**src/rtl/vote_session_ctrl.sv**
```systemverilog
// Five-voter ballot session sequencer: timed voting window, tally, held display of count/result.
// Define VOTE_SESSION_CTRL_SYNC_EN to insert a 2-FF synchronizer ahead of the edge detectors.
module vote_session_ctrl #(
  parameter int VOTE_WINDOW = 1000,
  parameter int SHOW_TIME   = 500
) (
  input  logic       clk,
  input  logic       rst_n,
  input  logic       start,
  input  logic [4:0] vote_btn,
  output logic [2:0] x,
  output logic       res,
  output logic       res_valid,
  output logic       busy,
  output logic [4:0] vote_mask
);

  localparam int TMAX = (VOTE_WINDOW > SHOW_TIME) ? VOTE_WINDOW : SHOW_TIME;
  localparam int TW   = (TMAX > 1) ? $clog2(TMAX) : 1;

  typedef enum logic [1:0] {
    S_IDLE   = 2'd0,
    S_VOTING = 2'd1,
    S_TALLY  = 2'd2,
    S_SHOW   = 2'd3
  } state_e;

  state_e        state_q, state_d;
  logic [TW-1:0] timer_q, timer_d;
  logic [4:0]    mask_q, mask_d;
  logic [2:0]    x_q, x_d;
  logic          res_q, res_d;

  // Bit 5 is start, bits 4:0 are the voter buttons.
  logic [5:0] raw_in, in_s, edge_q, evt;
  logic       start_evt;
  logic [4:0] vote_evt;
  logic [2:0] mask_cnt;

  assign raw_in = {start, vote_btn};

`ifdef VOTE_SESSION_CTRL_SYNC_EN
  logic [5:0] sync1_q, sync2_q;

  always_ff @(posedge clk or negedge rst_n) begin
    if (!rst_n) begin
      sync1_q <= '0;
      sync2_q <= '0;
    end else begin
      sync1_q <= raw_in;
      sync2_q <= sync1_q;
    end
  end

  assign in_s = sync2_q;
`else
  assign in_s = raw_in;
`endif

  // NOTE: sequential state uses non-blocking assignments so every register samples pre-edge values.
  always_ff @(posedge clk or negedge rst_n) begin
    if (!rst_n) edge_q <= '0;
    else        edge_q <= in_s;
  end

  assign evt       = in_s & ~edge_q;
  assign start_evt = evt[5];
  assign vote_evt  = evt[4:0];

  function automatic logic [2:0] popcount5(input logic [4:0] v);
    logic [2:0] cnt;
    cnt = 3'd0;
    for (int i = 0; i < 5; i++) cnt = cnt + 3'(v[i]);
    return cnt;
  endfunction

  assign mask_cnt = popcount5(mask_q);

  // NOTE: every always_comb target gets a default first, so no path can infer a latch.
  always_comb begin
    state_d = state_q;
    timer_d = timer_q;
    mask_d  = mask_q;
    x_d     = x_q;
    res_d   = res_q;

    unique case (state_q)
      S_IDLE: begin
        x_d    = 3'd0;
        res_d  = 1'b0;
        mask_d = 5'd0;
        if (start_evt) begin
          timer_d = TW'(VOTE_WINDOW - 1);
          state_d = S_VOTING;
        end
      end

      S_VOTING: begin
        // A vote landing on the exit cycle still makes it into the mask.
        mask_d = mask_q | vote_evt;
        x_d    = mask_cnt;
        res_d  = 1'b0;
        if (timer_q == '0 || mask_q == 5'b11111) begin
          state_d = S_TALLY;
        end else begin
          timer_d = timer_q - 1'b1;
        end
      end

      S_TALLY: begin
        x_d     = mask_cnt;
        res_d   = (mask_cnt >= 3'd3);
        timer_d = TW'(SHOW_TIME - 1);
        state_d = S_SHOW;
      end

      S_SHOW: begin
        if (start_evt) begin
          x_d     = 3'd0;
          res_d   = 1'b0;
          mask_d  = 5'd0;
          timer_d = TW'(VOTE_WINDOW - 1);
          state_d = S_VOTING;
        end else if (timer_q == '0) begin
          x_d     = 3'd0;
          res_d   = 1'b0;
          mask_d  = 5'd0;
          state_d = S_IDLE;
        end else begin
          timer_d = timer_q - 1'b1;
        end
      end

      default: state_d = S_IDLE;
    endcase
  end

  always_ff @(posedge clk or negedge rst_n) begin
    if (!rst_n) begin
      state_q <= S_IDLE;
      timer_q <= '0;
      mask_q  <= '0;
      x_q     <= '0;
      res_q   <= 1'b0;
    end else begin
      state_q <= state_d;
      timer_q <= timer_d;
      mask_q  <= mask_d;
      x_q     <= x_d;
      res_q   <= res_d;
    end
  end

  assign x         = x_q;
  assign res       = res_q;
  assign vote_mask = mask_q;
  assign res_valid = (state_q == S_SHOW);
  assign busy      = (state_q == S_VOTING) || (state_q == S_TALLY);

endmodule

```
**config.mk**
```make
export PLATFORM = sky130hd
export DESIGN_NAME = vote_session_ctrl
export DESIGN_NICKNAME = d
export VERILOG_FILES = /design/src/rtl/vote_session_ctrl.sv
export SDC_FILE = /design/constraint.sdc
export NUM_CORES = 1
export LEC_CHECK = 0
export ABC_AREA = 1
export CAP_MARGIN = 20
export CORE_MARGIN = 2
export CORE_UTILIZATION = 55
export DETAILED_ROUTE_END_ITERATION = 6
export GPL_TIMING_DRIVEN = 1
export PLACE_DENSITY = 0.82
export SLEW_MARGIN = 10
export SYNTH_ARGS = -nofsm -noshare
export SYNTH_HDL_FRONTEND = slang
export SYNTH_SLANG_ARGS = --single-unit
```
**constraint.sdc**
```tcl
create_clock -name clk -period 2.5 [get_ports clk]
set_input_delay 0.25 -clock clk [delete_from_list [all_inputs] [get_ports clk]]
set_output_delay 0.25 -clock clk [all_outputs]
set_load 0.01 [all_outputs]
```
# [Word-level counts from Yosys, hierarchy flattened]
# Index checks and enable logic that the tools add are counted.
[totals] ff_bits=27 out_inout_bits=11 word_cells=53
[classes] addsub=5 n_lt_le_gt_ge=1 n_eq_ne=9 mux=19 bitwise=3 reduce_logical=10
[ops] operator="10-bit 2-to-1 mux" n=4
[ops] operator="10-bit case mux with 4 select lines" n=1
[ops] operator="5-bit case mux with 3 select lines" n=1
[ops] operator="10-bit logical NOT" n=1
[ops] operator="5-bit 2-to-1 mux" n=2
[ops] operator="10-bit by 1-bit subtractor with 10-bit output, second input constant" n=1
[ops] operator="3-bit case mux with 3 select lines" n=1
[ops] operator="2-bit 2-to-1 mux" n=4
[ops] operator="2-bit case mux with 4 select lines" n=1
[ops] operator="3-bit by 1-bit adder with 3-bit output" n=2
[ops] operator="6-bit bitwise AND" n=1
[ops] operator="3-bit 2-to-1 mux" n=2
[ops] operator="2-bit != test, second input constant" n=3
[ops] operator="6-bit inverter" n=1
[ops] operator="3-bit AND reduction" n=2
[ops] operator="5-bit equality test, second input constant" n=1
[ops] operator="5-bit bitwise OR" n=1
[ops] operator="2-bit equality test, second input constant" n=2
[ops] operator="2-bit OR reduction" n=2
[ops] operator="2-bit by 1-bit adder with 3-bit output" n=1
[ops] operator="3-bit by 2-bit greater-or-equal comparator with 1-bit output, second input constant" n=1
[ops] operator="3-bit by 1-bit != test with 1-bit output, second input constant" n=1
[ops] operator="3-bit != test, second input constant" n=1
[ops] operator="1-bit case mux with 3 select lines" n=1
[ops] operator="other kinds (7)" n=9

# [Depth between registers and ports, before layout]
[logic_depth] word_depth=6 depth_mapped=11

# [Worst setup path after synthesis]
# No wires, ideal clock.
[synth_path] path_kind="flip-flop to flip-flop" from="register mask_q[0], in the netlist vote_mask[0]" to="register res_q, in the netlist res" t_arrival_ps=1919 slack_ps=457 stages_incl_launch_ff=10 path_buffers=0 period_less_slack_ps=2043 cell_sequence="dfrtp_1 > inv_1 > fa_1 > fa_1 > inv_1 > ha_1 > nand2_1 > nor2_1 > o21ai_0 > a21oi_1"
[synth_between] elab_chain_cells=6
[synth_lines] element="from (decl)" line_no="30" rtl="logic [4:0] mask_q, mask_d;"
[synth_lines] element="from (signal assigned)" line_no="148" rtl="mask_q <= mask_d;"
[synth_lines] element="1-bit by 1-bit adder with 2-bit output" line_no="73" rtl="for (int i = 0; i < 5; i++) cnt = cnt + 3'(v[i]);"
[synth_lines] element="2-bit by 1-bit adder with 3-bit output" line_no="73"
[synth_lines] element="3-bit by 1-bit adder with 3-bit output (2 in a row)" line_no="73"
[synth_lines] element="3-bit by 2-bit greater-or-equal comparator with 1-bit output" line_no="112" rtl="res_d = (mask_cnt >= 3'd3);"
[synth_lines] element="1-bit case mux with 3 select lines" line_no="87" rtl="unique case (state_q)"
[synth_lines] element="to (signal assigned)" line_no="150" rtl="res_q <= res_d;"
[synth_lines] element="to (decl)" line_no="32" rtl="logic res_q, res_d;"
# Every way passes these cells.
# A chain may end at the register's enable or synchronous reset.

# [Worst setup path after layout]
# Same ends and word-level chain as after synthesis.

==> flow_summary.toml <==
[route]
wl_mm = 3.23
drtIter0Drc = 83
antenna_left = 0
route.vias.total = 1391
viasPerCell = 5.33
drc = 0
wl_per_cell_um = 12.4
dr.pass1.iters = 4

[worst_setup_path]
critical_path_depth = 9
startpoint_type = "flop"
worstSetupStartpoint = "vote_mask[0]$_DFFE_PN0P_"
crit_path_max_fanout = 3
critPathBufInv = 2
worst-r2r-cell-count = 9
required_ns = 2.74
crit_family = "adder cells"
r2r-end = "res$_DFFE_PN0P_"
slowest_stage = "fa_1"
r2r_start = "vote_mask[0]$_DFFE_PN0P_"
r2r_slack_ns = 0.36
worstSetupPathType = "flop to flop"
worst_path_largest_cell_delay_ns = 0.50
endpoint = "res$_DFFE_PN0P_"
worst_ep_arrival_time_ns = 2.39
cp-end-kind = "flop"
crit_chain = "inv_1 -> fa_1 -> fa_1 -> inv_1 -> ha_1 -> nand2_1 -> nor2_1 -> o21ai_0 -> a21oi_1"

[synthesis]
synth_area_leaders = "dfrtp_1, nand2_1, inv_1"
synth_edf_count = 0
synthCells = 209
synth_top_cells_by_count = "nand2_1, inv_1, dfrtp_1"
synthesis.area_um2 = 1630
synth_flop_cell = "dfrtp_1"
syn_avg_cell_area_um2 = 7.81
synthArstFlopShare_pct = 100
ys_seq_area_share_pct = 41.4
synth_top_area_share_pct = 41.4
synth_nets = 229
ys_seq_elements = 27
yosys_warnings = 0
synth_top_area_cell = "dfrtp_1"
yosysUniqueCellTypes = 23
yosysMostFrequentCell = "nand2_1"

[clocking]
hold_buffers = 0
cts-htree-levels = 1
cts_made_buffers = 3
cts_resized = 0
cts_setup_buffers = 0
cts_tree = "done"
cts_sinks = 27
cts.path.max_buffers = 2
clkLatencyLatePin_ns = 0.34
clk_pin_slew_worst_paths_ns = 0.16
clockRootBuffer = "clkbuf_4"

[floorplan]
io_pins = 19
die-area_um2 = 3420
die_w_um = 58.5
fp.coreArea_um2 = 2780
rows = 19
initial_core_util_pct = 58.7
die_h_um = 58.5

[global_routing]
antenna_found_initial = 0
grt_pass1_wl_mm = 5.81
grt_pass1_vias = 1325
grt_use_total_pct = 22.2
grt_overflow_total = 0
grt_start_max_net_pins = 28

[timing]
hold_viol_final = 0
max_slew_margin_pct = 62.9
post-route-period-util_pct = 85.7
slew_viol_final = 0
fin_crit_ns = 2.14
fin_skew_ns = 0.00760
setup_viol = 0
fin_ws_ns = 0.358
setup_tns_ns = 0
rsz0062_at_grt = "false"
fmax_ghz = 0.467
tightest_slew_ns = 0.556

[outcome]
status = "finished, final reports clean"

[finish]
fin_area_um2 = 1870
num_antenna_cells = 0
finish.net_count = 251
drive_above_1_share_pct = 6.52
utilization_pct = 67.3
area_growth_pct = 14.7

[pwr]
power_density_nw_per_um2 = 1190
ir_drop_mv = 1.02
power_leakage_nw = 0.954

[placed_design]
dpl_worst_slack_ns = 0.366
port_buffers = 18
dpl-instance-area_um2 = 1840
gp_congestion = 0.833
post-dp-hpwl_mm = 2.44

[hold_path]
hold_path.class = "input pin to async pin"

[flow_run]
cap_violations = 0
==> power breakdown <==
part / internal [W] / switching, W / total [W]
Sequential: 0.000590 / 0.000144 / 0.000734
Combinational: 0.000498 / 0.000802 / 0.00130
Clock: 0.0000614 / 0.000138 / 0.000200
Total: 0.00115 / 0.00108 / 0.00223
==> cell families (layout without fill, tap and decap cells) <==
kind of cell	Yosys count	in the layout	share of synthesized area, %
simple gates	101	101	28.4
buf+inv	37	58	9.04
compound gates	31	31	10.5
flops	27	27	41.4
fa+ha+maj	12	12	10.1
xor+xnor	1	1	0.536
==> stage by stage <==
stage          power, W  std cells  hold slack (ns)
3_5_place_dp    0.00204        257            0.479
4_1_cts         0.00224        261            0.277
5_1_grt         0.00246        261            0.289
2_1_floorplan   0.00167        209          -0.0456
6_report        0.00223        261            0.263
3_3_place_gp    0.00200        257            0.475
==> layer usage <==
metal | share of wire [%] | GRT usage, % | vias to the layer above
met2 | 47 | 35.3 | 31
met3 | 4.4 | 2.86 | 5
met1 | 47 | 30.9 | 645
met4 | 1.4 | 8.64 | 0
li1 | - | - | 710
met5 | 0 | 0 | -
==> cell type report <==
class                           count  area [µm²]
Multi-Input combinational cell    145         810
Inverter                           35         131
Sequential cell                    27         676
Clock buffer                        3        22.5
Clock inverter                      1        7.51
Tap cell                           31        38.8
Fill cell                         245         908
Timing Repair Buffer               19         188
==> how the worst min path moves through the flow <==
stage                                  end                   start
floorplan              edge_q[0]$_DFF_PN0_                   rst_n
global placement    timer_q[1]$_DFFE_PN0P_  timer_q[1]$_DFFE_PN0P_
detailed placement  timer_q[1]$_DFFE_PN0P_  timer_q[1]$_DFFE_PN0P_
CTS                    edge_q[2]$_DFF_PN0_                   rst_n
global route           edge_q[2]$_DFF_PN0_                   rst_n
finish                 edge_q[2]$_DFF_PN0_                   rst_n
==> cell usage in the layout (no fill, tap or decap), types with 2 or more instances in the layout <==
cell	count
a21oi_1	7
clkbuf_4	3
clkdlybuf4s50_1	18
dfrtp_1	27
fa_1	2
ha_1	10
inv_1	34
nand2_1	52
nand2_2	4
nand3_1	23
nand4_1	4
nor2_1	14
o21ai_0	13
o21ai_1	8
==> sequential cells by signal, summed over array words and instances, names as in the netlist <==
name       count
timer_q       10
x              3
vote_mask      5
edge_q         6
state_q        2
res            1
==> worst reg2reg max path, stage by stage, from the launching register on <==
cell	delay (ns)
dfrtp_1	0.39
inv_1	0.08
fa_1	0.50
fa_1	0.37
inv_1	0.08
ha_1	0.24
nand2_1	0.08
nor2_1	0.04
o21ai_0	0.16
a21oi_1	0.09
No activity file was read; power rests on OpenSTA's default activity.
